## src/rtl/poly_csubq_stream.sv

```systemverilog
// poly_csubq_stream: maps 128 signed coefficient pairs to canonical [0, KYBER_Q) behind a
// 2-entry valid/ready buffer. Define POLY_CSUBQ_CHECK_EN to add the sticky range/index err port.
module poly_csubq_stream #(
    parameter int DEPTH   = 8,
    parameter int KYBER_Q = 3329
) (
    input  logic             clk,
    input  logic             reset,
    input  logic             set,
    input  logic             start,
    input  logic             in_valid,
    output logic             in_ready,
    input  logic [15:0]      in_dout_1,
    input  logic [15:0]      in_dout_2,
    input  logic [DEPTH-1:0] in_index,
    output logic             out_valid,
    input  logic             out_ready,
    output logic [11:0]      out_coeff_1,
    output logic [11:0]      out_coeff_2,
    output logic [DEPTH-2:0] out_index,
    output logic             busy,
`ifdef POLY_CSUBQ_CHECK_EN
    output logic             err,
`endif
    output logic             done
);

    typedef enum logic [1:0] {IDLE, RUN, FLUSH, DONE} state_e;

    typedef struct packed {
        logic [11:0]      c1;
        logic [11:0]      c2;
        logic [DEPTH-2:0] idx;
    } entry_t;

    localparam logic signed [16:0] Q = 17'(KYBER_Q);

    function automatic logic [11:0] csubq(input logic [15:0] x);
        logic signed [16:0] xs;
        logic signed [16:0] t;
        logic signed [16:0] y;
        xs = {x[15], x};
        t  = xs + (xs[16] ? Q : 17'sd0);
        y  = t - ((t >= Q) ? Q : 17'sd0);
        return 12'(y);
    endfunction

    state_e           state_q;
    logic [DEPTH-2:0] cnt_q;
    logic [1:0]       occ_q;
    logic             wr_q;
    logic             rd_q;
    entry_t           mem_q [2];

    logic             push;
    logic             pop;
    entry_t           wr_entry;
    entry_t           head;

    assign in_ready  = (state_q == RUN) && (occ_q != 2'd2);
    assign out_valid = (occ_q != 2'd0);
    assign push      = set & in_valid & in_ready;
    assign pop       = set & out_valid & out_ready;

    assign wr_entry  = '{c1: csubq(in_dout_1), c2: csubq(in_dout_2), idx: cnt_q};
    assign head      = out_valid ? mem_q[rd_q] : '0;

    assign out_coeff_1 = head.c1;
    assign out_coeff_2 = head.c2;
    assign out_index   = head.idx;
    assign busy        = (state_q == RUN) || (state_q == FLUSH);
    assign done        = (state_q == DONE);

    always_ff @(posedge clk or negedge reset) begin
        if (!reset) begin
            state_q  <= IDLE;
            cnt_q    <= '0;
            occ_q    <= '0;
            wr_q     <= 1'b0;
            rd_q     <= 1'b0;
            mem_q[0] <= '0;
            mem_q[1] <= '0;
        end else if (set) begin
            if (push) begin
                mem_q[wr_q] <= wr_entry;
                wr_q        <= ~wr_q;
            end
            if (pop) begin
                rd_q <= ~rd_q;
            end
            occ_q <= occ_q + {1'b0, push} - {1'b0, pop};

            case (state_q)
                IDLE: begin
                    if (start) begin
                        state_q <= RUN;
                        cnt_q   <= '0;
                    end
                end
                RUN: begin
                    if (push) begin
                        cnt_q <= cnt_q + 1'b1;
                        if (&cnt_q) begin
                            state_q <= FLUSH;
                        end
                    end
                end
                // Leave FLUSH only once the buffer has fully drained downstream.
                FLUSH: begin
                    if (occ_q == 2'd0) begin
                        state_q <= DONE;
                    end
                end
                DONE: begin
                    state_q <= IDLE;
                end
                default: begin
                    state_q <= IDLE;
                end
            endcase
        end
    end

`ifdef POLY_CSUBQ_CHECK_EN
    localparam logic signed [16:0] QNEG = -Q;
    localparam logic signed [16:0] Q2   = 17'(2 * KYBER_Q);

    function automatic logic out_of_range(input logic [15:0] x);
        logic signed [16:0] xs;
        xs = {x[15], x};
        return (xs < QNEG) || (xs >= Q2);
    endfunction

    logic err_q;
    logic bad_d;

    assign bad_d = out_of_range(in_dout_1) || out_of_range(in_dout_2) ||
                   (in_index != {cnt_q, 1'b0});

    always_ff @(posedge clk or negedge reset) begin
        if (!reset) begin
            err_q <= 1'b0;
        end else if (set) begin
            if ((state_q == IDLE) && start) begin
                err_q <= 1'b0;
            end else if (push && bad_d) begin
                err_q <= 1'b1;
            end
        end
    end

    assign err = err_q;
`else
    logic unused_index;
    assign unused_index = ^in_index;
`endif

endmodule

```

## config.mk

```make
export PLATFORM = sky130hd
export DESIGN_NAME = poly_csubq_stream
export DESIGN_NICKNAME = d
export VERILOG_FILES = /design/src/rtl/poly_csubq_stream.sv
export SDC_FILE = /design/constraint.sdc
export NUM_CORES = 1
export LEC_CHECK = 0
export ABC_AREA = 1
export CAP_MARGIN = 20
export CORE_ASPECT_RATIO = 1.4
export CORE_MARGIN = 2
export CORE_UTILIZATION = 50
export DETAILED_ROUTE_END_ITERATION = 8
export DONT_BUFFER_PORTS = 1
export MAX_ROUTING_LAYER = met4
export PLACE_DENSITY_LB_ADDON = 0.1
export SYNTH_ARGS = -nofsm -noshare
export SYNTH_HDL_FRONTEND = slang
export SYNTH_SLANG_ARGS = --single-unit
```

## constraint.sdc

```tcl
create_clock -name clk -period 2.6 [get_ports clk]
set_clock_uncertainty 0.15 [all_clocks]
set_input_delay 0.13 -clock clk [delete_from_list [all_inputs] [get_ports clk]]
set_output_delay 0.13 -clock clk [all_outputs]
set_load 0.01 [all_outputs]
```

# --- Yosys cells after proc, flatten, opt, wreduce, memory -nomap -nowiden ---
# Index checks and enable logic that the tools add are counted.
# Widths: inputs -> output; s select.
op_classes:
  addsub: 7
  multipliers: 0
  n_reduce_logical: 12
  n_eq_ne: 8
  n_mux: 19
  shifts: 0
  n_lt_le_gt_ge: 5
  bitwise: 8
  div: 0
ops:
  columns: ["cell", "count"]
  rows:
  - ["$mux 31", 5]
  - ["$bwmux 62", 1]
  - ["$mux 12", 4]
  - ["$add 16x13->17", 2]
  - ["$ge 17x13->1 const B", 2]
  - ["$demux 31 s1", 1]
  - ["$sub 12x12->12", 2]
  - ["$mux 7", 2]
  - ["$pmux 7 s2", 1]
  - ["$mux 2", 4]
  - ["$pmux 2 s4", 1]
  - ["$add 7x1->7 const B", 1]
  - ["$reduce_and 7->1", 1]
  - ["$ne 2x2->1 const B", 3]
  - ["$reduce_and 5->1", 1]
  - ["$and 1x1->1", 4]
  - ["$eq 2x2->1 const B", 2]
  - ["$ge 2x2->1 const B", 2]
  - ["$logic_not 2->1", 2]
  - ["$ne 2x1->1 const B", 2]
  - ["$not 1->2", 2]
  - ["$reduce_and 2->1", 2]
  - ["$reduce_and 4->1", 1]
  - ["$reduce_bool 2->1", 2]
  - ["other kinds (7)", 9]
totals:
  word_cells: 70
  n_memories: 0
  ff_bits: 75
  ramBits: 0
  latch_bits: 0
  out_inout_bits: 35
  mem_bits_ro: 0
  input_bits: 46

# --- Depth between registers and ports, before layout ---
# Gate-level depths: netlist of the first run.
logic_depth:
  depth_word: 6
  mapped_depth: 28
  mapped_depth_nobuf: 28

# --- Least setup slack after synthesis of the first run ---
# OpenSTA, ideal clock, no wires.
synth_path:
  path_kind: "input to register"
  from: "input port in_dout_1[0]"
  to: "register mem_q[29] (netlist bit)"
  setup_slack_ns: -0.358
  arrival_ns: 2.682
  stages: 26
  cell_sequence: "ha_1 > ha_1 > nand2_1 > inv_1 > nor2_1 > nor2_1 > nand3_1 > nor2_1 > nand2_1 > nand2_1 > nand2_1 > nand2_1 > nand2_1 > nand2_2 > inv_1 > ha_1 > ha_1 > nand2_1 > a21oi_1 > nand3_1 > nand3b_1 > nand2_1 > nand2_1 > xor2_1 > nand2_1 > o21ai_0"
synth_between:
  elab_chain_len: 5
synth_lines:
  columns: ["item", "line", "text"]
  rows:
  - ["start, declared", "13", "input logic [15:0] in_dout_1,"]
  - ["$add 16x13->17 (*)", "43", "t = xs + (xs[16] ? Q : 17'sd0);"]
  - ["$ge 17x13->1", "44", "y = t - ((t >= Q) ? Q : 17'sd0);"]
  - ["$mux 12", "44", null]
  - ["$sub 12x12->12 (*)", "44", null]
  - ["$bwmux 62 (*)", "85", "mem_q[wr_q] <= wr_entry;"]
  - ["end signal, assigned by index", "85", null]
  - ["end, declared", "53", "entry_t mem_q [2];"]
# Every way passes the cells marked *; elsewhere a longest branch is shown, timed or not.
# A chain may end at the register's enable or synchronous reset.

# --- Worst setup path after layout of the first run ---
layout_path:
  from: "input port in_dout_2[15]"
  to: "register mem_q[18] (netlist bit)"
layout_between:
  elab_chain_len: 6
layout_lines:
  columns: ["item", "line", "text"]
  rows:
  - ["start, declared", "14", "input logic [15:0] in_dout_2,"]
  - ["$mux 12", "43", null]
  - ["$add 16x13->17 (*)", "43", null]
  - ["$ge 17x13->1", "44", null]
  - ["$mux 12", "44", null]
  - ["$sub 12x12->12 (*)", "44", null]
  - ["$bwmux 62 (*)", "85", null]
# Marks and branches as above.

==> impl_results.html, run 1 <==
<table>
<tr><th>Metric</th><th>Value</th></tr>
<tr><th colspan="2">Run status</th></tr>
<tr><td>Status</td><td>finished with violations</td></tr>
<tr><td>Violations in the final reports</td><td>negative setup slack</td></tr>
<tr><th colspan="2">Global routing</th></tr>
<tr><td>Wire length of the first global-routing pass</td><td>22,800 um</td></tr>
<tr><td>Via count of the first global-routing pass</td><td>5,164</td></tr>
<tr><td>Maximum number of pins on one net before global-route repair</td><td>76</td></tr>
<tr><td>Total overflow reported by the global router</td><td>0</td></tr>
<tr><td>Initial antenna violation count</td><td>0</td></tr>
<tr><td>Overall Global Routing Usage</td><td>25.1%</td></tr>
<tr><th colspan="2">Synthesis</th></tr>
<tr><td>Netlist area before placement</td><td>5290 um^2</td></tr>
<tr><td>Flops &amp; latches, synth</td><td>75</td></tr>
<tr><td>Share of synthesized area occupied by flip-flops and latches</td><td>35.5%</td></tr>
<tr><td>Multiplexer area fraction after synthesis</td><td>0.213%</td></tr>
<tr><td>Net Count, Synth</td><td>835</td></tr>
<tr><td>Avg Cell Area, Syn</td><td>6.92 um^2</td></tr>
<tr><td>Largest family of logic cells by synthesized area</td><td>simple AND/OR/NAND/NOR gates</td></tr>
<tr><td>Xor and xnor fraction of the mapped netlist area</td><td>4.59%</td></tr>
<tr><td>Share of flip-flops with an asynchronous set or reset</td><td>100%</td></tr>
<tr><td>Number of distinct standard cells referenced by the synthesized netlist</td><td>41</td></tr>
<tr><td>Post-synthesis simple-gate area fraction</td><td>31.0%</td></tr>
<tr><td>Number of warning messages in the yosys log</td><td>0</td></tr>
<tr><td>Cell count after synthesis</td><td>764</td></tr>
<tr><td>Leading register cell type out of synthesis</td><td>sky130_fd_sc_hd__dfrtp_1</td></tr>
<tr><td>Area fraction in compound gates after synthesis</td><td>13.6%</td></tr>
<tr><td>Number of synthesized flops with an enable pin</td><td>0</td></tr>
<tr><td>Arithmetic-cell share of the synthesized area counting full adders, half adders and majority gates</td><td>5.92%</td></tr>
<tr><th colspan="2">Critical path</th></tr>
<tr><td>Crit path required time</td><td>2.67 ns</td></tr>
<tr><td>Cell repeated most along the worst path</td><td>sky130_fd_sc_hd__nand2_1</td></tr>
<tr><td>Slowest cell on the critical path</td><td>sky130_fd_sc_hd__ha_4</td></tr>
<tr><td>Worst-path fanout max</td><td>6</td></tr>
<tr><td>Reg-to-reg critical path startpoint</td><td>state_q[1]$_DFFE_PN0P_</td></tr>
<tr><td>Terminus of the critical flop-to-flop path</td><td>occ_q[1]$_DFFE_PN0P_</td></tr>
<tr><td>Slowest cell delay on critical path</td><td>0.28 ns</td></tr>
<tr><td>Number of cells traversed by the worst register-to-register path</td><td>11</td></tr>
<tr><td>Data arrival at the endpoint of the critical path</td><td>2.72 ns</td></tr>
<tr><td>Sequence of cells on the critical path</td><td>ha_4 -&gt; ha_4 -&gt; nand2_4 -&gt; clkinv_4 -&gt; nand2_8 -&gt; nor2_4 -&gt; nand3_2 -&gt; xnor2_2 -&gt; nand2_1 -&gt; nand2_1 -&gt; nand2_2 -&gt; buf_6 -&gt; a21o_4 -&gt; ha_4 -&gt; inv_2 -&gt; nor2_2 -&gt; nand3_2 -&gt; nand3b_1 -&gt; nand3_2 -&gt; nand2_1 -&gt; nand2_1 -&gt; nand2_2 -&gt; nand2_1 -&gt; nand2_1</td></tr>
<tr><td>Register-to-register path setup slack</td><td>0.22 ns</td></tr>
<tr><td>CP startpoint kind</td><td>input pin</td></tr>
<tr><td>Worst setup EP type</td><td>flip-flop</td></tr>
<tr><td>Kind of critical path</td><td>in2reg</td></tr>
<tr><th colspan="2">Timing</th></tr>
<tr><td>Crit share post-route</td><td>102%</td></tr>
<tr><td>Peak Freq</td><td>377 MHz</td></tr>
<tr><td>Number of endpoints failing setup at the final stage</td><td>2</td></tr>
<tr><td>Final worst path period need</td><td>2.65 ns</td></tr>
<tr><td>Tightest slew margin relative to the limit</td><td>58.3%</td></tr>
<tr><td>Final Hold Fails</td><td>0</td></tr>
<tr><td>Number of pins with negative max-slew slack in the final report</td><td>0</td></tr>
<tr><td>Measured slew at the worst slew-check pin</td><td>0.625 ns</td></tr>
<tr><td>Post-layout worst setup margin</td><td>-0.0541 ns</td></tr>
<tr><td>RSZ-0062 raised after global routing</td><td>yes</td></tr>
<tr><th colspan="2">Final layout</th></tr>
<tr><td># fillers</td><td>936</td></tr>
<tr><td>End-of-flow core utilization</td><td>67.4%</td></tr>
<tr><td>Count of antenna diodes in the layout</td><td>0</td></tr>
<tr><td>Syn-to-layout area delta</td><td>32.1%</td></tr>
<tr><td>Commonest non-fill, non-tap cell in the layout</td><td>sky130_fd_sc_hd__nand2_1</td></tr>
<tr><td>Final net count</td><td>923</td></tr>
<tr><td>Proportion of layout cells with a drive suffix above 1</td><td>25.6%</td></tr>
<tr><td>Highest-count cells in the layout ignoring fill and taps</td><td>sky130_fd_sc_hd__nand2_1, sky130_fd_sc_hd__inv_1, sky130_fd_sc_hd__buf_4</td></tr>
<tr><th colspan="2">Route</th></tr>
<tr><td>Remaining antenna violation count after routing</td><td>0</td></tr>
<tr><td>DRC</td><td>0</td></tr>
<tr><td>Post-DR vias/cell</td><td>5.17</td></tr>
<tr><td>Wire length per cell</td><td>13.9 um</td></tr>
<tr><td>Final Routed Wirelength</td><td>13,900 um</td></tr>
<tr><td>Number of DRC markers after the initial detailed-route iteration</td><td>268</td></tr>
<tr><td>First drt pass iteration count</td><td>4</td></tr>
<tr><td>Number of vias in the routed layout</td><td>5,149</td></tr>
<tr><th colspan="2">Floorplan</th></tr>
<tr><td>Core Footprint</td><td>10,300 um^2</td></tr>
<tr><td>Effective utilization at floorplan</td><td>51.1%</td></tr>
<tr><td>Die width</td><td>90.9 um</td></tr>
<tr><td>Number of I/O pins</td><td>81</td></tr>
<tr><td>Die area</td><td>11,400 um^2</td></tr>
<tr><td>Row count</td><td>44</td></tr>
<tr><td>Chip height</td><td>126 um</td></tr>
<tr><th colspan="2">Power</th></tr>
<tr><td>Tot Pwr</td><td>5.69 mW</td></tr>
<tr><td>Leak</td><td>3.45 nW</td></tr>
<tr><td>Portion of total power attributed to combinational logic</td><td>42.1%</td></tr>
<tr><td>Power Density</td><td>815 nW/um^2</td></tr>
<tr><td>Cell internal pwr</td><td>3.34 mW</td></tr>
<tr><td>Relative contribution of the clock network to total power</td><td>22.4%</td></tr>
<tr><td>Sequential cell fraction of total power</td><td>35.5%</td></tr>
<tr><td>Switching power as a share of total power</td><td>41.2%</td></tr>
<tr><td>Switching power</td><td>2.35 mW</td></tr>
<tr><td>Worst supply voltage drop on vdd</td><td>0.694 mV</td></tr>
<tr><th colspan="2">Clock network</th></tr>
<tr><td>Number of H-tree branching levels</td><td>3</td></tr>
<tr><td>TritonCTS Buffers</td><td>9</td></tr>
<tr><td>Post-CTS clock slew at the launch and capture registers of the worst setup and hold paths</td><td>0.06 ns</td></tr>
<tr><td>CTS tree</td><td>done</td></tr>
<tr><td>Buffer type at the clock tree root</td><td>sky130_fd_sc_hd__clkbuf_16</td></tr>
<tr><td>Clock network latency to the later pin of the worst-skew pair</td><td>0.33 ns</td></tr>
<tr><td>Total clock sinks</td><td>75</td></tr>
<tr><td>Maximum clock insertion buffer count</td><td>2</td></tr>
<tr><th colspan="2">Placement</th></tr>
<tr><td>IO buf count</td><td>0</td></tr>
<tr><td>Hpwl dp</td><td>10,200 um</td></tr>
<tr><td>Routability-driven placement congestion ratio</td><td>0.852</td></tr>
<tr><th colspan="2">Min path</th></tr>
<tr><td>Hold Crit Depth</td><td>4</td></tr>
<tr><td>Worst min path class</td><td>in2reg</td></tr>
<tr><td>Terminating pin of the worst hold path</td><td>state_q[1]$_DFFE_PN0P_</td></tr>
<tr><td>Worst hold start</td><td>set</td></tr>
<tr><th colspan="2">Job</th></tr>
<tr><td>Max-cap viol count</td><td>0</td></tr>
</table>
-- synthesized netlist by cell type, types with 7 or more instances --
cell type                  count  area, um^2
sky130_fd_sc_hd__a21oi_1      44         220
sky130_fd_sc_hd__clkbuf_1     17        63.8
sky130_fd_sc_hd__dfrtp_1      75        1880
sky130_fd_sc_hd__ha_1         25         313
sky130_fd_sc_hd__inv_1       101         379
sky130_fd_sc_hd__nand2_1     235         882
sky130_fd_sc_hd__nand2_2      10        62.6
sky130_fd_sc_hd__nand3_1      49         245
sky130_fd_sc_hd__nor2_1       46         173
sky130_fd_sc_hd__nor3_1        7        35.0
sky130_fd_sc_hd__o21ai_0      74         370
sky130_fd_sc_hd__xor2_1       20         175
-- cells by family (layout without fill, tap and decap cells) --
| logic type | count (synthesis) | in the layout |
|---|---|---|
| xor gates and xnor gates | 26 | 26 |
| and+or+nand+nor | 375 | 375 |
| adders and majority gates | 25 | 25 |
| AOI/OAI and AO/OA | 136 | 136 |
| muxes | 1 | 1 |
| buffers and inverters | 126 | 219 |
| DFF | 75 | 75 |
-- critical path: cells and delay by family --
| kind | cells | cell delay [ns] |
|---|---|---|
| XOR/XNOR | 1 | 0.17 |
| AND/OR/NAND/NOR | 16 | 1.39 |
| adder cells (fa/ha/maj) | 3 | 0.55 |
| buffers and inverters | 3 | 0.22 |
| AO/OA/AOI/OAI | 1 | 0.23 |
-- final cells by class --
| type | count | area, um^2 | area share, % |
|---|---|---|---|
| clock inverters | 6 | 70.1 | 1.00 |
| flip-flops and latches | 75 | 1880 | 26.9 |
| repair buffers | 97 | 791 | 11.3 |
| well taps | 138 | 173 | 2.47 |
| clock buffers | 10 | 239 | 3.42 |
| inverters | 106 | 403 | 5.77 |
| multi-input cells | 563 | 3430 | 49.1 |
-- power by group through the flow --
stage | sequential (mW) | clock, mW | combinational, mW
after global routing | 2.09 | 1.35 | 2.71
after floorplan | 1.89 | 0 | 1.74
final | 2.02 | 1.28 | 2.39
after CTS | 2.02 | 1.30 | 2.32
after global placement | 2.01 | 0 | 2.18
after detailed placement | 2.04 | 0 | 2.25
-- routing by layer --
layer	share of wire, %	GRT usage [%]	vias to the layer above
met2	54	46.5	87
met5	0	-	-
li1	-	-	2614
met1	40	26.9	2430
met3	4.1	4.78	18
met4	1.7	7.66	0
-- worst max-delay path by stage --
| stage | from | endpoint | slack [ns] | depth (start not counted) |
|---|---|---|---|---|
| 2_1_floorplan | in_dout_2[0] | mem_q[17]$_DFFE_PN0P_ | -0.17 | 23 |
| 3_3_place_gp | in_dout_2[11] | mem_q[17]$_DFFE_PN0P_ | -0.45 | 19 |
| 3_5_place_dp | in_dout_2[11] | mem_q[17]$_DFFE_PN0P_ | -0.51 | 19 |
| 4_1_cts | in_dout_2[0] | mem_q[17]$_DFFE_PN0P_ | -0.02 | 21 |
| 5_1_grt | in_dout_2[15] | mem_q[18]$_DFFE_PN0P_ | -0.28 | 25 |
| 6_report | in_dout_2[15] | mem_q[18]$_DFFE_PN0P_ | -0.05 | 24 |
-- state kept, by name, indices dropped and copies added, names as in the netlist --
name,cells
occ_q,2
mem_q,62
rd_q,1
state_q,2
wr_q,1
cnt_q,7
-- repair_timing --
action	4_1_cts	5_1_grt
endpoints found under the hold margin	79	0
pin swaps	11	47
gates cloned	0	0
hold buffers	5	0
buffers inserted	5	6
setup endpoints to repair	9	18
gates resized for setup	11	54
-- per-stage QoR --
stage | setup WS (ns) | instance area, um^2 | hold slack [ns] | setup TNS (ns) | std cells
detailed placement | -0.512 | 6180 | -0.313 | -6.82 | 963
global placement | -0.454 | 6180 | -0.312 | -5.49 | 963
floorplan | -0.174 | 5470 | -0.316 | -0.627 | 764
finish | -0.0541 | 6980 | 0.0360 | -0.0987 | 995
global route | -0.276 | 6980 | 0.118 | -2.44 | 995
CTS | -0.0239 | 6660 | 0.0324 | -0.0239 | 989
Note: power is estimated with default switching activity, not from simulation.
==> run 2, diff against run 1 <==
--- a/config.mk
+++ b/config.mk
@@ -13,7 +13,7 @@
 export DETAILED_ROUTE_END_ITERATION = 8
 export DONT_BUFFER_PORTS = 1
 export MAX_ROUTING_LAYER = met4
-export PLACE_DENSITY_LB_ADDON = 0.1
+export PLACE_DENSITY_LB_ADDON = 0.05
 export SYNTH_ARGS = -nofsm -noshare
 export SYNTH_HDL_FRONTEND = slang
 export SYNTH_SLANG_ARGS = --single-unit
==> constraint.sdc (replaced) <==
create_clock -name clk -period 2.6 [get_ports clk]
set_clock_uncertainty 0.15 [all_clocks]
set_input_delay 0.13 -clock clk [delete_from_list [all_inputs] [get_ports clk]]
set_output_delay 0.13 -clock clk [all_outputs]
set_load 0.005 [all_outputs]
==> impl_results.html, run 2 (synthesis gave the netlist of run 1 again) <==
<table>
<tr><th>Metric</th><th>Value</th></tr>
<tr><th colspan="2">Floorplan</th></tr>
<tr><td>Number of I/O pins</td><td>81 (unchanged)</td></tr>
<tr><td>Die width</td><td>90.9 um (unchanged)</td></tr>
<tr><td>Die area</td><td>11,400 um^2 (unchanged)</td></tr>
<tr><td>Core Footprint</td><td>10,300 um^2 (unchanged)</td></tr>
<tr><td>Chip height</td><td>126 um (unchanged)</td></tr>
<tr><td>Effective utilization at floorplan</td><td>51.1% (unchanged)</td></tr>
<tr><td>Row count</td><td>44 (unchanged)</td></tr>
<tr><th colspan="2">Global routing</th></tr>
<tr><td>Via count of the first global-routing pass</td><td>5,087 (-1.5%)</td></tr>
<tr><td>Initial antenna violation count</td><td>0 (unchanged)</td></tr>
<tr><td>Maximum number of pins on one net before global-route repair</td><td>76 (unchanged)</td></tr>
<tr><td>Wire length of the first global-routing pass</td><td>22,900 um (+0.54%)</td></tr>
<tr><td>Overall Global Routing Usage</td><td>25.0% (-0.072 points)</td></tr>
<tr><td>Total overflow reported by the global router</td><td>0 (unchanged)</td></tr>
<tr><th colspan="2">Job</th></tr>
<tr><td>Max-cap viol count</td><td>0 (unchanged)</td></tr>
<tr><th colspan="2">Timing</th></tr>
<tr><td>Final Hold Fails</td><td>0 (unchanged)</td></tr>
<tr><td>Post-layout worst setup margin</td><td>-0.0643 ns (-0.0102 ns)</td></tr>
<tr><td>Peak Freq</td><td>375 MHz (-0.38%)</td></tr>
<tr><td>Tightest slew margin relative to the limit</td><td>63.7% (+5.4 points)</td></tr>
<tr><td>RSZ-0062 raised after global routing</td><td>yes</td></tr>
<tr><td>Setup TNS</td><td>-0.101 ns (-0.00273 ns)</td></tr>
<tr><td>Number of endpoints failing setup at the final stage</td><td>2 (unchanged)</td></tr>
<tr><td>Measured slew at the worst slew-check pin</td><td>0.544 ns (-0.0818 ns)</td></tr>
<tr><td>Final worst path period need</td><td>2.66 ns (+0.0102 ns)</td></tr>
<tr><td>Number of pins with negative max-slew slack in the final report</td><td>0 (unchanged)</td></tr>
<tr><td>Worst hold margin</td><td>0.0267 ns (-0.00928 ns)</td></tr>
<tr><td>Crit share post-route</td><td>102% (+0.39 points)</td></tr>
<tr><th colspan="2">Final layout</th></tr>
<tr><td>Syn-to-layout area delta</td><td>31.8%</td></tr>
<tr><td>Max FFs per register</td><td>62 (unchanged)</td></tr>
<tr><td>Largest registers ranked by flip-flop count</td><td>mem_q (62), cnt_q (7)</td></tr>
<tr><td>Proportion of layout cells with a drive suffix above 1</td><td>25.8% (+0.29 points)</td></tr>
<tr><td>Count of antenna diodes in the layout</td><td>0 (unchanged)</td></tr>
<tr><td># fillers</td><td>947 (+1.2%)</td></tr>
<tr><td>Final net count</td><td>925 (+0.22%)</td></tr>
<tr><td>Multi-input logic area</td><td>3420 um^2 (-0.22%)</td></tr>
<tr><td>Seq. cell area</td><td>1880 um^2 (about the same)</td></tr>
<tr><td>Commonest non-fill, non-tap cell in the layout</td><td>sky130_fd_sc_hd__nand2_1</td></tr>
<tr><td>Register with the most flip-flops</td><td>mem_q</td></tr>
<tr><td>Count of non-filler cells in the finished layout</td><td>997 (+0.20%)</td></tr>
<tr><td>Highest-count cells in the layout ignoring fill and taps</td><td>sky130_fd_sc_hd__nand2_1, sky130_fd_sc_hd__inv_1, sky130_fd_sc_hd__buf_4</td></tr>
<tr><th colspan="2">Critical path</th></tr>
<tr><td>Crit path required time</td><td>2.66 ns (about the same)</td></tr>
<tr><td>Buffers &amp; Inverters on Critical Path</td><td>1 (-2)</td></tr>
<tr><td>CP startpoint kind</td><td>input pin</td></tr>
<tr><td>Cell repeated most along the worst path</td><td>sky130_fd_sc_hd__nand2_1</td></tr>
<tr><td>Worst setup EP type</td><td>flip-flop</td></tr>
<tr><td>Slowest cell on the critical path</td><td>sky130_fd_sc_hd__ha_2</td></tr>
<tr><td>Top cell family by delay on the critical path</td><td>simple AND/OR/NAND/NOR gates</td></tr>
<tr><td>Worst-path fanout max</td><td>4 (-2)</td></tr>
<tr><td>Data arrival at the endpoint of the critical path</td><td>2.73 ns (about the same)</td></tr>
<tr><td>Slowest cell delay on critical path</td><td>0.24 ns (-0.04 ns)</td></tr>
<tr><td>Kind of critical path</td><td>in2reg</td></tr>
<tr><td>Sequence of cells on the critical path</td><td>ha_4 -&gt; ha_4 -&gt; nand2_4 -&gt; clkinv_4 -&gt; nand2_8 -&gt; nor2_4 -&gt; nand2_1 -&gt; nand2_1 -&gt; xnor2_1 -&gt; nor2_1 -&gt; nand2_2 -&gt; a21oi_2 -&gt; ha_2 -&gt; ha_4 -&gt; nand2_2 -&gt; a21oi_2 -&gt; nand3_2 -&gt; nand3b_1 -&gt; nand2_1 -&gt; nand3_2 -&gt; xor2_2 -&gt; nand2_1 -&gt; o21ai_1</td></tr>
<tr><th colspan="2">Route</th></tr>
<tr><td>Number of vias in the routed layout</td><td>5,140 (-0.17%)</td></tr>
<tr><td>DRC</td><td>0 (unchanged)</td></tr>
<tr><td>Post-DR vias/cell</td><td>5.16 (-0.38%)</td></tr>
<tr><td>Remaining antenna violation count after routing</td><td>0 (unchanged)</td></tr>
<tr><td>First drt pass iteration count</td><td>4 (unchanged)</td></tr>
<tr><td>Final Routed Wirelength</td><td>13,800 um (-0.74%)</td></tr>
<tr><td>Wire length per cell</td><td>13.8 um (-0.93%)</td></tr>
<tr><td>Number of DRC markers after the initial detailed-route iteration</td><td>272 (+1.5%)</td></tr>
<tr><th colspan="2">Run status</th></tr>
<tr><td>Violations in the final reports</td><td>negative setup slack</td></tr>
<tr><td>Status</td><td>finished with violations</td></tr>
<tr><th colspan="2">Power</th></tr>
<tr><td>Worst supply voltage drop on vdd</td><td>0.702 mV (+1.3%)</td></tr>
<tr><td>Sequential cell fraction of total power</td><td>35.9% (+0.4 points)</td></tr>
<tr><td>Tot Pwr</td><td>5.50 mW (-3.3%)</td></tr>
<tr><td>Cell internal pwr</td><td>3.34 mW (about the same)</td></tr>
<tr><td>Switching power as a share of total power</td><td>39.3% (-1.9 points)</td></tr>
<tr><td>Portion of total power attributed to combinational logic</td><td>41.1% (-1.0 points)</td></tr>
<tr><td>Power Density</td><td>790 nW/um^2 (-3.1%)</td></tr>
<tr><td>Switching power</td><td>2.16 mW (-7.8%)</td></tr>
<tr><td>Relative contribution of the clock network to total power</td><td>23.0% (+0.6 points)</td></tr>
<tr><td>Leak</td><td>3.42 nW (-0.87%)</td></tr>
<tr><th colspan="2">Placement</th></tr>
<tr><td>Routability-driven placement congestion ratio</td><td>0.846 (-0.72%)</td></tr>
<tr><td>Worst slack, placed</td><td>-0.480 ns (+0.0317 ns)</td></tr>
<tr><td>Hpwl dp</td><td>10,100 um (-1.4%)</td></tr>
<tr><td>IO buf count</td><td>0 (unchanged)</td></tr>
<tr><td>Cells after DPL</td><td>967 (+0.42%)</td></tr>
<tr><th colspan="2">Clock network</th></tr>
<tr><td>Number of H-tree branching levels</td><td>3 (unchanged)</td></tr>
<tr><td>Buffer type at the clock tree root</td><td>sky130_fd_sc_hd__clkbuf_16</td></tr>
<tr><td>CTS tree</td><td>done</td></tr>
<tr><td>Post-CTS clock slew at the launch and capture registers of the worst setup and hold paths</td><td>0.06 ns (about the same)</td></tr>
<tr><td>Maximum clock insertion buffer count</td><td>2 (unchanged)</td></tr>
<tr><td>Total clock sinks</td><td>75 (unchanged)</td></tr>
<tr><td>TritonCTS Buffers</td><td>9 (unchanged)</td></tr>
<tr><td>Clock network latency to the later pin of the worst-skew pair</td><td>0.33 ns (about the same)</td></tr>
<tr><th colspan="2">Min path</th></tr>
<tr><td>Worst min path class</td><td>in2reg</td></tr>
</table>
## run 2: cell types whose count changed in the layout (fill, tap and decap cells not counted), moves of 2 or more
cell / before / now
sky130_fd_sc_hd__buf_4: 88 / 92
sky130_fd_sc_hd__clkinvlp_4: 0 / 3
sky130_fd_sc_hd__inv_1: 97 / 95
sky130_fd_sc_hd__inv_6: 3 / 1
## run 2: stage by stage
step	utilization, %	area [um^2]
final	67.3	6970
after global routing	67.3	6970
after CTS	64.1	6630
after detailed placement	60.0	6210
after global placement	60.0	6210
after floorplan	-	5470
## run 2: layer usage
| layer | track usage [%] | wire length [um] | share of wire, % | vias to the layer above |
|---|---|---|---|---|
| met4 | 7.04 | 202 | 1.5 | 0 |
| met5 | - | 0 | 0 | - |
| met2 | 45.2 | 7290 | 53 | 123 |
| li1 | - | - | - | 2608 |
| met1 | 28.3 | 5640 | 41 | 2390 |
| met3 | 4.61 | 639 | 4.6 | 19 |
## run 2: power groups by stage
stage | logic [mW] | clock network [mW] | registers [mW]
after floorplan | 1.58 | 0 | 1.89
after global placement | 2.07 | 0 | 1.97
after detailed placement | 2.13 | 0 | 1.99
after CTS | 2.19 | 1.27 | 1.98
after global routing | 2.59 | 1.33 | 2.05
final | 2.26 | 1.27 | 1.98
## run 2: final timing paths
| path | cells past startpoint | from | end | slack [ns] |
|---|---|---|---|---|
| setup / recovery | 23 | in_dout_2[0] | mem_q[17]$_DFFE_PN0P_ | -0.06 |
| hold / removal | 4 | set | state_q[1]$_DFFE_PN0P_ | 0.03 |
| setup reg to reg | 11 | state_q[1]$_DFFE_PN0P_ | occ_q[1]$_DFFE_PN0P_ | 0.25 |
| hold reg to reg | 2 | mem_q[54]$_DFFE_PN0P_ | mem_q[54]$_DFFE_PN0P_ | 0.32 |
| max in group asynchronous | 2 | reset | cnt_q[1]$_DFFE_PN0P_ | 1.79 |
| min in group asynchronous | 2 | reset | mem_q[25]$_DFFE_PN0P_ | 0.19 |
## run 2: cell type report
class	count	area share (%)
multi-input combinational	563	49.1
sequential	75	26.9
timing repair buffer	99	11.3
inverter	106	5.82
clock buffer	11	3.48
tap	138	2.48
clock inverter	5	0.880
## run 2: tightest hold or removal path: cells and delay by family
kind	cells	cell delay [ns]
simple gates	1	0.13
compound gates	3	0.21
## run 2: timing repair
item	in CTS	in global routing
pin swaps	11	34
hold endpoints to repair	79	0
setup endpoints to repair	3	24
hold buffers	5	0
resized for setup	8	58
buffers inserted	2	7
==> run 3, diff against run 2 <==
--- a/config.mk
+++ b/config.mk
@@ -5,15 +5,17 @@
 export SDC_FILE = /design/constraint.sdc
 export NUM_CORES = 1
 export LEC_CHECK = 0
-export ABC_AREA = 1
 export CAP_MARGIN = 20
+export CELL_PAD_IN_SITES_DETAIL_PLACEMENT = 1
+export CELL_PAD_IN_SITES_GLOBAL_PLACEMENT = 2
 export CORE_ASPECT_RATIO = 1.4
 export CORE_MARGIN = 2
-export CORE_UTILIZATION = 50
+export CORE_UTILIZATION = 39
 export DETAILED_ROUTE_END_ITERATION = 8
 export DONT_BUFFER_PORTS = 1
 export MAX_ROUTING_LAYER = met4
 export PLACE_DENSITY_LB_ADDON = 0.05
+export RECOVER_POWER = 100
 export SYNTH_ARGS = -nofsm -noshare
 export SYNTH_HDL_FRONTEND = slang
 export SYNTH_SLANG_ARGS = --single-unit
==> impl_results.html, run 3 <==
<table>
<tr><th>Metric</th><th>Value</th></tr>
<tr><th colspan="2">Critical path</th></tr>
<tr><td>Kind of critical path</td><td>in2reg</td></tr>
<tr><td>Worst setup EP type</td><td>flip-flop</td></tr>
<tr><td>Sequence of cells on the critical path</td><td>ha_4 -&gt; ha_4 -&gt; and3_4 -&gt; and3_4 -&gt; a211oi_4 -&gt; o21a_1 -&gt; o211ai_1 -&gt; a311oi_2 -&gt; or2_4 -&gt; inv_4 -&gt; ha_4 -&gt; or3_1 -&gt; o22a_2 -&gt; o41ai_4 -&gt; xnor2_2 -&gt; or4_1 -&gt; nand3_2</td></tr>
<tr><td>Terminus of the critical flop-to-flop path</td><td>mem_q[50]$_DFFE_PN0P_</td></tr>
<tr><td>Data arrival at the endpoint of the critical path</td><td>3.48 ns (+0.75 ns)</td></tr>
<tr><td>Slowest cell on the critical path</td><td>sky130_fd_sc_hd__or4_1</td></tr>
<tr><td>CP startpoint kind</td><td>input pin</td></tr>
<tr><td>Buffers &amp; Inverters on Critical Path</td><td>1 (unchanged)</td></tr>
<tr><td>Reg-to-reg critical path startpoint</td><td>state_q[1]$_DFFE_PN0P_</td></tr>
<tr><td>Register-to-register path setup slack</td><td>0.08 ns (-0.17 ns)</td></tr>
<tr><td>Top cell family by delay on the critical path</td><td>simple AND/OR/NAND/NOR gates</td></tr>
<tr><td>Number of cells traversed by the worst register-to-register path</td><td>8 (-3)</td></tr>
<tr><td>Worst-path fanout max</td><td>7 (+3)</td></tr>
<tr><td>Slowest cell delay on critical path</td><td>0.44 ns (+0.20 ns)</td></tr>
<tr><td>Crit path required time</td><td>2.72 ns (+0.06 ns)</td></tr>
<tr><td>Cell repeated most along the worst path</td><td>sky130_fd_sc_hd__ha_4</td></tr>
<tr><th colspan="2">Synthesis</th></tr>
<tr><td>Cell types with the highest counts after synthesis</td><td>sky130_fd_sc_hd__nand2_1, sky130_fd_sc_hd__dfrtp_1, sky130_fd_sc_hd__nor2_1, sky130_fd_sc_hd__mux2i_1, sky130_fd_sc_hd__o21ai_0</td></tr>
<tr><td>Share of flip-flops with an asynchronous set or reset</td><td>100% (unchanged)</td></tr>
<tr><td>Cell types with the largest area share after synthesis</td><td>sky130_fd_sc_hd__dfrtp_1, sky130_fd_sc_hd__nand2_1, sky130_fd_sc_hd__mux2i_1</td></tr>
<tr><td>Flops &amp; latches, synth</td><td>75 (unchanged)</td></tr>
<tr><td>Avg Cell Area, Syn</td><td>8.98 um^2 (+30%)</td></tr>
<tr><td>Number of distinct standard cells referenced by the synthesized netlist</td><td>73 (+78%)</td></tr>
<tr><td>Share of synthesized area occupied by flip-flops and latches</td><td>35.8% (+0.33 points)</td></tr>
<tr><td>Net Count, Synth</td><td>654 (-22%)</td></tr>
<tr><td>Number of synthesized flops with an enable pin</td><td>0 (unchanged)</td></tr>
<tr><td>Leading register cell type out of synthesis</td><td>sky130_fd_sc_hd__dfrtp_1</td></tr>
<tr><td>Number of warning messages in the yosys log</td><td>0 (unchanged)</td></tr>
<tr><td>Netlist area before placement</td><td>5240 um^2 (-0.92%)</td></tr>
<tr><td>Library cell with the highest instance count after synthesis</td><td>sky130_fd_sc_hd__nand2_1</td></tr>
<tr><td>Cell type with the largest total area after synthesis</td><td>sky130_fd_sc_hd__dfrtp_1</td></tr>
<tr><td>Top-area cell type share of the netlist area</td><td>35.8% (+0.33 points)</td></tr>
<tr><td>Cell count after synthesis</td><td>583 (-24%)</td></tr>
<tr><th colspan="2">Timing</th></tr>
<tr><td>Final worst path period need</td><td>3.36 ns (+0.695 ns)</td></tr>
<tr><td>Number of endpoints failing setup at the final stage</td><td>47 (+45)</td></tr>
<tr><td>RSZ-0062 raised after global routing</td><td>yes</td></tr>
<tr><td>Crit share post-route</td><td>129% (+27 points)</td></tr>
<tr><td>Final Hold Fails</td><td>2 (+2)</td></tr>
<tr><td>Post-layout worst setup margin</td><td>-0.759 ns (-0.695 ns)</td></tr>
<tr><td>Number of pins with negative max-slew slack in the final report</td><td>76 (+76)</td></tr>
<tr><td>Worst hold margin</td><td>-0.00675 ns (-0.0335 ns)</td></tr>
<tr><td>Measured slew at the worst slew-check pin</td><td>1.90 ns (+1.35 ns)</td></tr>
<tr><td>Tightest slew margin relative to the limit</td><td>-26.6% (-90 points)</td></tr>
<tr><td>Peak Freq</td><td>298 MHz (-21%)</td></tr>
<tr><th colspan="2">Route</th></tr>
<tr><td>First drt pass iteration count</td><td>4 (unchanged)</td></tr>
<tr><td>Remaining antenna violation count after routing</td><td>0 (unchanged)</td></tr>
<tr><td>Final Routed Wirelength</td><td>15,700 um (+14%)</td></tr>
<tr><td>Number of DRC markers after the initial detailed-route iteration</td><td>137 (-50%)</td></tr>
<tr><td>Number of vias in the routed layout</td><td>4,642 (-9.7%)</td></tr>
<tr><td>Wire length per cell</td><td>18.0 um (+30%)</td></tr>
<tr><td>DRC</td><td>0 (unchanged)</td></tr>
<tr><td>Post-DR vias/cell</td><td>5.33 (+3.4%)</td></tr>
<tr><th colspan="2">Final layout</th></tr>
<tr><td>Syn-to-layout area delta</td><td>39.7%</td></tr>
<tr><td>Largest registers ranked by flip-flop count</td><td>mem_q (62), cnt_q (7)</td></tr>
<tr><td>Commonest non-fill, non-tap cell in the layout</td><td>sky130_fd_sc_hd__nand2_1</td></tr>
<tr><td>Count of non-filler cells in the finished layout</td><td>871 (-13%)</td></tr>
<tr><td>Final net count</td><td>755 (-18%)</td></tr>
<tr><td>Cell area after layout</td><td>7320 um^2 (+5.0%)</td></tr>
<tr><td>Highest-count cells in the layout ignoring fill and taps</td><td>sky130_fd_sc_hd__nand2_1, sky130_fd_sc_hd__buf_4, sky130_fd_sc_hd__dfrtp_1</td></tr>
<tr><td>Register with the most flip-flops</td><td>mem_q</td></tr>
<tr><td>Max FFs per register</td><td>62 (unchanged)</td></tr>
<tr><td>End-of-flow core utilization</td><td>55.2% (-12 points)</td></tr>
<tr><td>Count of antenna diodes in the layout</td><td>0 (unchanged)</td></tr>
<tr><td>Proportion of layout cells with a drive suffix above 1</td><td>36.9% (+11 points)</td></tr>
<tr><th colspan="2">Clock network</th></tr>
<tr><td>TritonCTS Buffers</td><td>9 (unchanged)</td></tr>
<tr><td>Clock network latency to the later pin of the worst-skew pair</td><td>0.34 ns (about the same)</td></tr>
<tr><td>Post-CTS clock slew at the launch and capture registers of the worst setup and hold paths</td><td>0.06 ns (about the same)</td></tr>
<tr><td>Buffer type at the clock tree root</td><td>sky130_fd_sc_hd__clkbuf_16</td></tr>
<tr><td>CTS tree</td><td>done</td></tr>
<tr><td>Total clock sinks</td><td>75 (unchanged)</td></tr>
<tr><td>Number of H-tree branching levels</td><td>3 (unchanged)</td></tr>
<tr><td>Maximum clock insertion buffer count</td><td>2 (unchanged)</td></tr>
<tr><th colspan="2">Placement</th></tr>
<tr><td>Routability-driven placement congestion ratio</td><td>0.834 (-1.5%)</td></tr>
<tr><td>Worst slack, placed</td><td>-1.11 ns (-0.634 ns)</td></tr>
<tr><td>IO buf count</td><td>0 (unchanged)</td></tr>
<tr><td>Cells after DPL</td><td>814 (-16%)</td></tr>
<tr><td>Hpwl dp</td><td>11,200 um (+11%)</td></tr>
<tr><td>Area of placed instances</td><td>6150 um^2 (-1.0%)</td></tr>
<tr><th colspan="2">Global routing</th></tr>
<tr><td>Met1 track demand over resource</td><td>24.7% (-3.5 points)</td></tr>
<tr><td>Global routing met3 resource utilization</td><td>3.47% (-1.1 points)</td></tr>
<tr><td>Maximum number of pins on one net before global-route repair</td><td>76 (unchanged)</td></tr>
<tr><td>Initial antenna violation count</td><td>0 (unchanged)</td></tr>
<tr><td>GRT Max-Usage Layer</td><td>met2</td></tr>
<tr><td>Via count of the first global-routing pass</td><td>5,135 (+0.94%)</td></tr>
<tr><td>Met2 track demand over resource in global routing</td><td>43.1% (-2.1 points)</td></tr>
<tr><td>Wire length of the first global-routing pass</td><td>25,400 um (+11%)</td></tr>
<tr><td>Total overflow reported by the global router</td><td>0 (unchanged)</td></tr>
<tr><td>Overall Global Routing Usage</td><td>23.1% (-1.9 points)</td></tr>
<tr><th colspan="2">Run status</th></tr>
<tr><td>Status</td><td>finished with violations</td></tr>
<tr><td>Violations in the final reports</td><td>negative hold slack, max-capacitance violations, max-slew violations, negative setup slack</td></tr>
<tr><th colspan="2">Min path</th></tr>
<tr><td>Worst min path class</td><td>in2reg</td></tr>
<tr><td>Terminating pin of the worst hold path</td><td>mem_q[44]$_DFFE_PN0P_</td></tr>
<tr><td>Hold Crit Depth</td><td>3 (-1)</td></tr>
<tr><td>Worst hold start</td><td>in_dout_2[6]</td></tr>
<tr><th colspan="2">Floorplan</th></tr>
<tr><td>Die area</td><td>14,400 um^2 (+26%)</td></tr>
<tr><td>Effective utilization at floorplan</td><td>39.5% (-12 points)</td></tr>
<tr><td>Die width</td><td>102 um (+12%)</td></tr>
<tr><td>Core Footprint</td><td>13,300 um^2 (+28%)</td></tr>
<tr><td>Row count</td><td>50 (+14%)</td></tr>
<tr><td>Chip height</td><td>141 um (+12%)</td></tr>
<tr><td>Number of I/O pins</td><td>81 (unchanged)</td></tr>
<tr><th colspan="2">Power</th></tr>
<tr><td>Leak</td><td>3.36 nW (-1.7%)</td></tr>
<tr><td>Worst supply voltage drop on vdd</td><td>0.395 mV (-44%)</td></tr>
<tr><td>Power Density</td><td>779 nW/um^2 (-1.4%)</td></tr>
<tr><th colspan="2">Job</th></tr>
<tr><td>Max-cap viol count</td><td>2 (+2)</td></tr>
</table>
[run 3: cell types whose count changed in the layout (fill, tap and decap cells not counted), moves of 25 or more]
cell	before	now
sky130_fd_sc_hd__inv_1	95	15
sky130_fd_sc_hd__a21oi_1	41	10
sky130_fd_sc_hd__o21ai_0	71	21
sky130_fd_sc_hd__nand2_1	215	94
sky130_fd_sc_hd__nand2_2	26	1
sky130_fd_sc_hd__mux2i_1	0	34
[run 3: worst reg2reg max path, delay by kind of cell (launching register included)]
family,cells,cell delay [ns]
AOI/OAI and AO/OA,2,0.38
adders and majority gates,1,0.17
and+or+nand+nor,3,0.97
DFF,1,0.41
buffers and inverters,2,0.28
[run 3: area by class of cell]
class                   count  area [um^2]
inverters                  17         66.3
fillers                  1497         5950
flip-flops and latches     75         1880
multi-input cells         457         3810
clock buffers              12          267
clock inverters             4         47.5
well taps                 182          228
repair buffers            124         1020
[run 3: repair_timing]
| action | CTS | global route |
|---|---|---|
| hold buffers | 10 | 1 |
| endpoints found under the hold margin | 89 | 1 |
| resized for setup | 50 | 54 |
| pin swaps | 28 | 35 |
| gates cloned | 0 | 0 |
| setup endpoints to repair | 40 | 46 |
| buffers inserted | 19 | 16 |
[run 3: worst max path at each step]
stage                     slack [ns]  cells past startpoint                     to         start
after detailed placement       -1.11                     17  mem_q[49]$_DFFE_PN0P_  in_dout_2[0]
after CTS                      -0.72                     17  mem_q[49]$_DFFE_PN0P_  in_dout_2[0]
after global placement         -0.87                     17  mem_q[18]$_DFFE_PN0P_  in_dout_2[0]
after global routing           -0.93                     18  mem_q[18]$_DFFE_PN0P_  in_dout_2[0]
final                          -0.76                     17  mem_q[18]$_DFFE_PN0P_  in_dout_2[0]
after floorplan                -0.91                     18  mem_q[18]$_DFFE_PN0P_  in_dout_2[0]
[run 3: cells by family (layout without fill, tap and decap cells)]
logic type | after synthesis | count (layout) | synth area share [%]
and+or+nand+nor | 230 | 230 | 21.2
AOI/OAI and AO/OA | 98 | 98 | 12.9
DFF | 75 | 75 | 35.8
muxes | 63 | 63 | 12.8
buffers and inverters | 51 | 157 | 4.47
xor gates and xnor gates | 41 | 41 | 6.86
adders and majority gates | 25 | 25 | 5.97
[run 3: power by group]
group          internal (mW)  leakage (nW)  switching [mW]
clock                  0.818         0.155           0.483
sequential              1.65         0.954           0.426
combinational           1.15          2.25            1.17
[run 3: stage by stage]
stage / hold slack, ns / TNS, ns / total power, mW
2_1_floorplan: -0.316 / -15.97 / 3.47
3_3_place_gp: -0.313 / -23.74 / 4.01
3_5_place_dp: -0.313 / -29.89 / 4.15
4_1_cts: 0.000824 / -10.53 / 5.63
5_1_grt: 0.00272 / -19.16 / 6.11
6_report: -0.00675 / -12.37 / 5.70
[run 3: routing by layer]
layer / vias up / wire length [um]
met5: - / 0
met3: 21 / 407
met2: 70 / 8760
li1: 2230 / -
met1: 2321 / 6250
met4: 0 / 245
